File: src/rtl/rc4_swap_engine.sv
// ---------------------------------------------------------------------------
// rc4_swap_engine
//
// Swaps two entries of an external S-box RAM, i.e. s[i] <-> s[j], as used by
// the RC4 key schedule and keystream generator. The engine reads s[i], then
// s[j]. Each read waits RD_LAT cycles for the RAM. It then writes the two
// values back crossed over. The original values and their 8-bit wrapped sum
// stay on val_i / val_j / sum_out for the keystream lookup.
//
// Ports
//   clk      in   single clock, rising edge
//   reset    in   synchronous, active-high
//   start    in   swap request, only looked at while idle
//   idx_i    in   first S-box index, latched on an accepted start
//   idx_j    in   second S-box index, latched on an accepted start
//   rdata    in   RAM read data, valid RD_LAT cycles after addr
//   addr     out  RAM address
//   wdata    out  RAM write data
//   wren     out  RAM write enable
//   busy     out  high whenever the engine is not idle
//   done     out  one-cycle completion pulse
//   val_i    out  original s[i]
//   val_j    out  original s[j]
//   sum_out  out  (val_i + val_j) mod 2^DATA_W
//
// Parameters: ADDR_W, DATA_W, RD_LAT (1..4), SKIP_SAME (1 = no writes when
// i == j).
// ---------------------------------------------------------------------------
module rc4_swap_engine #(
    parameter int ADDR_W    = 8,
    parameter int DATA_W    = 8,
    parameter int RD_LAT    = 2,
    parameter int SKIP_SAME = 1
) (
    input  logic              clk,
    input  logic              reset,
    input  logic              start,
    input  logic [ADDR_W-1:0] idx_i,
    input  logic [ADDR_W-1:0] idx_j,
    input  logic [DATA_W-1:0] rdata,
    output logic [ADDR_W-1:0] addr,
    output logic [DATA_W-1:0] wdata,
    output logic              wren,
    output logic              busy,
    output logic              done,
    output logic [DATA_W-1:0] val_i,
    output logic [DATA_W-1:0] val_j,
    output logic [DATA_W-1:0] sum_out
);

    typedef enum logic [2:0] {
        S_IDLE   = 3'd0,
        S_RD_I   = 3'd1,
        S_WAIT_I = 3'd2,
        S_RD_J   = 3'd3,
        S_WAIT_J = 3'd4,
        S_WR_I   = 3'd5,
        S_WR_J   = 3'd6,
        S_DONE   = 3'd7
    } state_t;

    // Wide enough for RD_LAT up to 4. The counter is loaded with RD_LAT-1 on
    // entry to a wait state, so the wait lasts exactly RD_LAT cycles.
    localparam int               CNT_W    = 3;
    localparam logic [CNT_W-1:0] CNT_LOAD = CNT_W'(RD_LAT - 1);

    state_t            state_q, state_d;
    logic [ADDR_W-1:0] idx_i_q, idx_i_d;
    logic [ADDR_W-1:0] idx_j_q, idx_j_d;
    logic [CNT_W-1:0]  cnt_q, cnt_d;
    logic [DATA_W-1:0] val_i_q, val_i_d;
    logic [DATA_W-1:0] val_j_q, val_j_d;

    // State and datapath registers.
    always_ff @(posedge clk) begin
        if (reset) begin
            state_q <= S_IDLE;
            idx_i_q <= '0;
            idx_j_q <= '0;
            cnt_q   <= '0;
            val_i_q <= '0;
            val_j_q <= '0;
        end else begin
            state_q <= state_d;
            idx_i_q <= idx_i_d;
            idx_j_q <= idx_j_d;
            cnt_q   <= cnt_d;
            val_i_q <= val_i_d;
            val_j_q <= val_j_d;
        end
    end

    // Next-state logic.
    always_comb begin
        state_d = state_q;
        idx_i_d = idx_i_q;
        idx_j_d = idx_j_q;
        cnt_d   = cnt_q;
        val_i_d = val_i_q;
        val_j_d = val_j_q;
        case (state_q)
            S_IDLE: begin
                if (start) begin
                    idx_i_d = idx_i;
                    idx_j_d = idx_j;
                    state_d = S_RD_I;
                end
            end
            S_RD_I: begin
                cnt_d   = CNT_LOAD;
                state_d = S_WAIT_I;
            end
            S_WAIT_I: begin
                if (cnt_q == '0) begin
                    val_i_d = rdata;
                    // With identical indices the swap is a no-op, so skip
                    // the second read and both writes.
                    if ((SKIP_SAME != 0) && (idx_i_q == idx_j_q)) begin
                        val_j_d = rdata;
                        state_d = S_DONE;
                    end else begin
                        state_d = S_RD_J;
                    end
                end else begin
                    cnt_d = cnt_q - CNT_W'(1);
                end
            end
            S_RD_J: begin
                cnt_d   = CNT_LOAD;
                state_d = S_WAIT_J;
            end
            S_WAIT_J: begin
                if (cnt_q == '0) begin
                    val_j_d = rdata;
                    state_d = S_WR_I;
                end else begin
                    cnt_d = cnt_q - CNT_W'(1);
                end
            end
            S_WR_I:  state_d = S_WR_J;
            S_WR_J:  state_d = S_DONE;
            S_DONE:  state_d = S_IDLE;
            default: state_d = S_IDLE;
        endcase
    end

    // Outputs. addr falls back to the latched i in every state that does not
    // target j, which keeps it at i while idle.
    always_comb begin
        addr  = idx_i_q;
        wdata = val_j_q;
        wren  = 1'b0;
        case (state_q)
            S_RD_J, S_WAIT_J: addr = idx_j_q;
            S_WR_I: begin
                wdata = val_j_q;
                wren  = 1'b1;
            end
            S_WR_J: begin
                addr  = idx_j_q;
                wdata = val_i_q;
                wren  = 1'b1;
            end
            default: ;
        endcase
        busy    = (state_q != S_IDLE);
        done    = (state_q == S_DONE);
        val_i   = val_i_q;
        val_j   = val_j_q;
        sum_out = val_i_q + val_j_q;
    end

endmodule

File: config.mk
export PLATFORM = sky130hd
export DESIGN_NAME = rc4_swap_engine
export DESIGN_NICKNAME = d
export VERILOG_FILES = /design/src/rtl/rc4_swap_engine.sv
export SDC_FILE = /design/constraint.sdc
export NUM_CORES = 1
export LEC_CHECK = 0
export ABC_AREA = 1
export ABC_CLOCK_PERIOD_IN_PS = 5600
export CAP_MARGIN = 40
export CORE_MARGIN = 4
export CORE_UTILIZATION = 49
export CTS_CLUSTER_DIAMETER = 30
export DETAILED_ROUTE_END_ITERATION = 10
export PLACE_DENSITY = 0.85
export SETUP_SLACK_MARGIN = 0.1
export SLEW_MARGIN = 15
export SYNTH_ARGS = -nofsm -noshare
export SYNTH_HDL_FRONTEND = slang
export SYNTH_SLANG_ARGS = --single-unit
export TNS_END_PERCENT = 50
File: constraint.sdc
create_clock -name clk -period 5.6 [get_ports clk]
set_clock_uncertainty 0.1 [all_clocks]
set_input_delay 1.68 -clock clk [delete_from_list [all_inputs] [get_ports clk]]
set_output_delay 1.68 -clock clk [all_outputs]
set_load 0.005 [all_outputs]
# Word-level counts from Yosys, hierarchy flattened
# Cells that the tools add are included.
[classes] reduce_logical=14 eq_ne=13 n_mux=14 n_addsub=2
[ops] op="8-bit 2-to-1 mux" count=5
[ops] op="3-bit one-hot mux with 8 select lines" count=1
[ops] op="8-bit one-hot mux with 2 select lines" count=1
[ops] op="3-bit 2-to-1 mux" count=5
[ops] op="3-bit == test, second input constant" count=4
[ops] op="2-bit inequality test, second input constant" count=5
[ops] op="8-bit adder" count=1
[ops] op="8-bit == test" count=1
[ops] op="3-bit by 2-bit == test with 1-bit output, second input constant" count=2
[ops] op="3-bit zero test" count=2
[ops] op="3-bit one-hot mux with 2 select lines" count=1
[ops] op="2-bit AND reduction" count=3
[ops] op="2-bit OR reduction" count=3
[ops] op="4-bit AND reduction" count=1
[ops] op="2-bit nonzero test" count=2
[ops] op="3-bit by 1-bit == test with 1-bit output, second input constant" count=1
[ops] op="3-bit AND reduction" count=1
[ops] op="3-bit nonzero test" count=1
[ops] op="3-bit OR reduction" count=1
[ops] op="3-bit by 1-bit subtractor with 3-bit output, second input constant" count=1
[ops] op="1-bit 2-to-1 mux" count=1
[totals] output_inout_bits=43 input_bits=27 wordCells=49 regBits=38

# Longest topological paths before layout
[logic_depth] ltp_word=4 mapped_depth=11 mapped_depth_nobuf=10

# Worst setup path before layout
# OpenSTA, ideal clock, no wires.
[synth_path] path_kind="reg-to-output" from="register val_i_q[0], in the netlist val_i[0]" to="output sum_out[6]" arrival_time_ns=1.488 t_required_ns=3.820 slack_ns=2.333 n_path_buf=0 path_stages_with_launch=9 cell_sequence="dfxtp_1 > ha_1 > fa_1 > nand3_1 > nand2_1 > a21oi_1 > nor2_1 > nor2_1 > xnor2_1"
[synth_between] elab_chain_cells=1
[synth_rtl] element="from (decl)" line="71" rtl="logic [DATA_W-1:0] val_i_q, val_i_d;"
[synth_rtl] element="from (signal assigned)" line="88" rtl="val_i_q <= val_i_d;"
[synth_rtl] element="8-bit adder" line="170" rtl="sum_out = val_i_q + val_j_q;"
[synth_rtl] element="to (decl)" line="48" rtl="output logic [DATA_W-1:0] sum_out"
# No other way between the ends.

# Final worst setup path
# Same ends and word-level chain as after synthesis.

==> out/qor.json <==
{
  "run_status": {
    "status": "finished, final reports clean"
  },
  "routing": {
    "via_per_inst": 5.15,
    "drt_iter0_drc": 100,
    "antenna_left": 0,
    "routed_wirelength_um": 5200,
    "routed_wire_length_per_instance_um": 12.9,
    "first_pass_iters": 4,
    "dr_total_vias": 2072,
    "remaining_drc_errors": 0
  },
  "floorplanning": {
    "io_pins": 70,
    "floorplan.core_area_mm2": 0.00406,
    "die_area_mm2": 0.00540,
    "die-width_um": 73.5,
    "start_util_pct": 51.7,
    "core.rowCount": 23,
    "die_height_um": 73.5
  },
  "critical_path": {
    "ff_to_ff_setup_slack_ns": 3.68,
    "critPathBufInv": 1,
    "worst_path_max_delay_cell": "clkdlybuf4s50_1",
    "crit_type": "reg -> out",
    "path_cells": "ha_1 > fa_1 > nand3_1 > nand2_1 > a21oi_1 > nor2_1 > nor2_1 > xnor2_1 > clkdlybuf4s50_1",
    "critical_path.top_delay_family": "adder cells",
    "cp-startpoint": "val_i[0]",
    "cp.arrival_ns": 2.45,
    "critPathCaptureType": "output port",
    "critical_path.most_common_cell": "nor2_1",
    "timing.critical_path.fanout_max": 4,
    "crit_required_ns": 3.82,
    "worst_setup_path_start_kind": "flip-flop",
    "slowest_delay_ns": 0.51,
    "regToRegStartpoint": "state_q[0]"
  },
  "sta": {
    "final-hold-violation-count": 0,
    "period_share_pct": 75.6,
    "count_of_endpoints_failing_setup_in_the_final_report": 0,
    "hold_ws_ns": 0.386,
    "number_of_pins_exceeding_their_max_slew_limit_in_the_final_report": 0,
    "fin_crit_ns": 4.23,
    "grt_setup_unrepaired": "no",
    "max_transition_margin_pct": 41.6,
    "transition_at_the_pin_with_the_smallest_max_transition_slack_ns": 0.876,
    "fmax_mhz": 236,
    "setup_tns_ns": 0
  },
  "synth": {
    "post-synth-top-count-cell": "nand2_1",
    "synth_cells": 285,
    "synth_area_mm2": 0.00210,
    "synth_ff_type": "dfxtp_1",
    "largest_cells_by_area_after_synthesis": "dfxtp_1, a21oi_1, nand2_1, o21ai_0, inv_1",
    "count_of_cell_types_in_the_netlist": 26,
    "mappedNetlistNets": 322,
    "async_s_r_ff_share_synth_pct": 0,
    "synth_enable_flop_cells": 0,
    "synth_largest_area_cell": "dfxtp_1",
    "yosys.area.top_type_share_pct": 36.2,
    "yosysWarningCount": 0,
    "yosys-top-cells-count": "nand2_1, a21oi_1, dfxtp_1",
    "synth_seq_cells": 38,
    "synth.yosys.seq_area_share_pct": 36.2,
    "syn_area_per_cell_um2": 7.37
  },
  "clock_network": {
    "cts_setup_buffers": 0,
    "clock_tree.root_cell": "clkbuf_8",
    "post_cts_hold_buffer_count": 0,
    "cts.path.max_buffers": 2,
    "cts-buffers-inserted": 5,
    "clock_sinks": 38,
    "post_cts.resized_instances": 0,
    "insertion_delay_ns": 0.29,
    "cts.htree.levels": 2,
    "tritoncts": "built",
    "clk_pin_slew_ns": 0.07
  },
  "placement": {
    "place_area_mm2": 0.00280,
    "finalWeightedCongestion": 0.829,
    "numPortBuffers": 69,
    "dp.final_hpwl_um": 3850,
    "post-place-cells": 394
  },
  "cells_and_area": {
    "layout.filler_cells": 316,
    "post_route_cells_drive_above_1_share_pct": 9.09,
    "post_route_design_area_mm2": 0.00291,
    "nets": 388,
    "layout.cells.non_filler": 402,
    "syn2layout_area_growth_pct": 38.8,
    "core_util_final_pct": 71.8,
    "antennaDiodeCount": 0
  },
  "grt": {
    "grt_antenna_before_repair": 0,
    "wire_length_of_the_first_global_routing_pass_um": 8420,
    "vias_in_the_first_global_route": 1903,
    "grt_max_degree": 30,
    "global_route.usage.total_pct": 19.7,
    "globalRoute.totalOverflow": 0
  },
  "power": {
    "power-per-cell-area_mw_per_mm2": 314,
    "vdd_ir_drop_max_uv": 176,
    "p_leak_nw": 1.26
  },
  "flow_run": {
    "max-cap-violations": 0
  },
  "hold_path": {
    "worstHoldPathType": "reg -> reg",
    "hp-start": "idx_j_q[7]"
  }
}
layout make-up:
type                       count  area, um^2  area share, %
multi-input combinational    198        1130           38.9
timing repair buffer          70         706           24.2
sequential                    38         761           26.1
inverter                      38         143           4.89
tap                           50        62.6           2.15
clock buffer                   8         110           3.78
registers in the layout, summed over array words and instances (netlist names):
| name | count |
|---|---|
| cnt_q | 3 |
| idx_i_q | 8 |
| idx_j_q | 8 |
| state_q | 3 |
| val_i | 8 |
| val_j | 8 |
cells by family after synthesis:
logic type,synth area share [%]
and+or+nand+nor,20.0
AOI/OAI and AO/OA,19.1
buffers and inverters,9.83
DFF,36.2
xor gates and xnor gates,4.17
adders and majority gates,6.32
muxes,4.29
per-layer routing:
| layer | up-vias | track usage (%) | routed length [um] |
|---|---|---|---|
| met5 | - | 0 | 0 |
| li1 | 1059 | - | - |
| met2 | 44 | 32.3 | 2560 |
| met1 | 960 | 25.0 | 2300 |
| met4 | 0 | 8.05 | 85 |
| met3 | 9 | 4.38 | 245 |
per-stage QoR:
stage               setup WS (ns)  total power [mW]
global placement             1.77             0.695
finish                       1.37             0.916
detailed placement           1.69             0.705
floorplan                    2.33             0.548
global route                 1.25             0.978
CTS                          1.37             0.920
worst min-delay path: cells and delay by family (launching register included):
kind / cells / cell delay [ns]
buffers and inverters: 1 / 0.07
flip-flops: 1 / 0.32
AO/OA/AOI/OAI: 1 / 0.05
layout by cell type, fill, tap and decap left out:
master and instances:
a21oi_1 40, a31oi_1 1, buf_8 1, clkbuf_8 8
clkdlybuf4s50_1 69, dfxtp_1 38, fa_1 1, ha_1 9
inv_1 34, inv_2 4, mux2_2 8, nand2_1 46
nand2_2 3, nand2_4 1, nand3_1 16, nand4_1 3
nor2_1 21, nor2_2 1, nor2_4 3, o211ai_1 1
o21a_1 1, o21ai_0 30, o21ai_2 2, o22ai_2 1
xnor2_1 4, xor2_1 6
power by group:
group | internal, mW | leakage (nW) | switching (mW) | total [mW]
registers | 0.313 | 0.311 | 0.0376 | 0.351
logic | 0.180 | 0.889 | 0.169 | 0.349
clock network | 0.124 | 0.0575 | 0.0925 | 0.217
total | 0.617 | 1.26 | 0.299 | 0.916
worst paths after layout:
kind | end | cells after the start
setup / recovery | sum_out[6] | 9
hold / removal | idx_j_q[7] | 2
setup reg to reg | cnt_q[2] | 7
hold reg to reg | idx_j_q[7] | 2
Power figures use the tool's default switching activity.
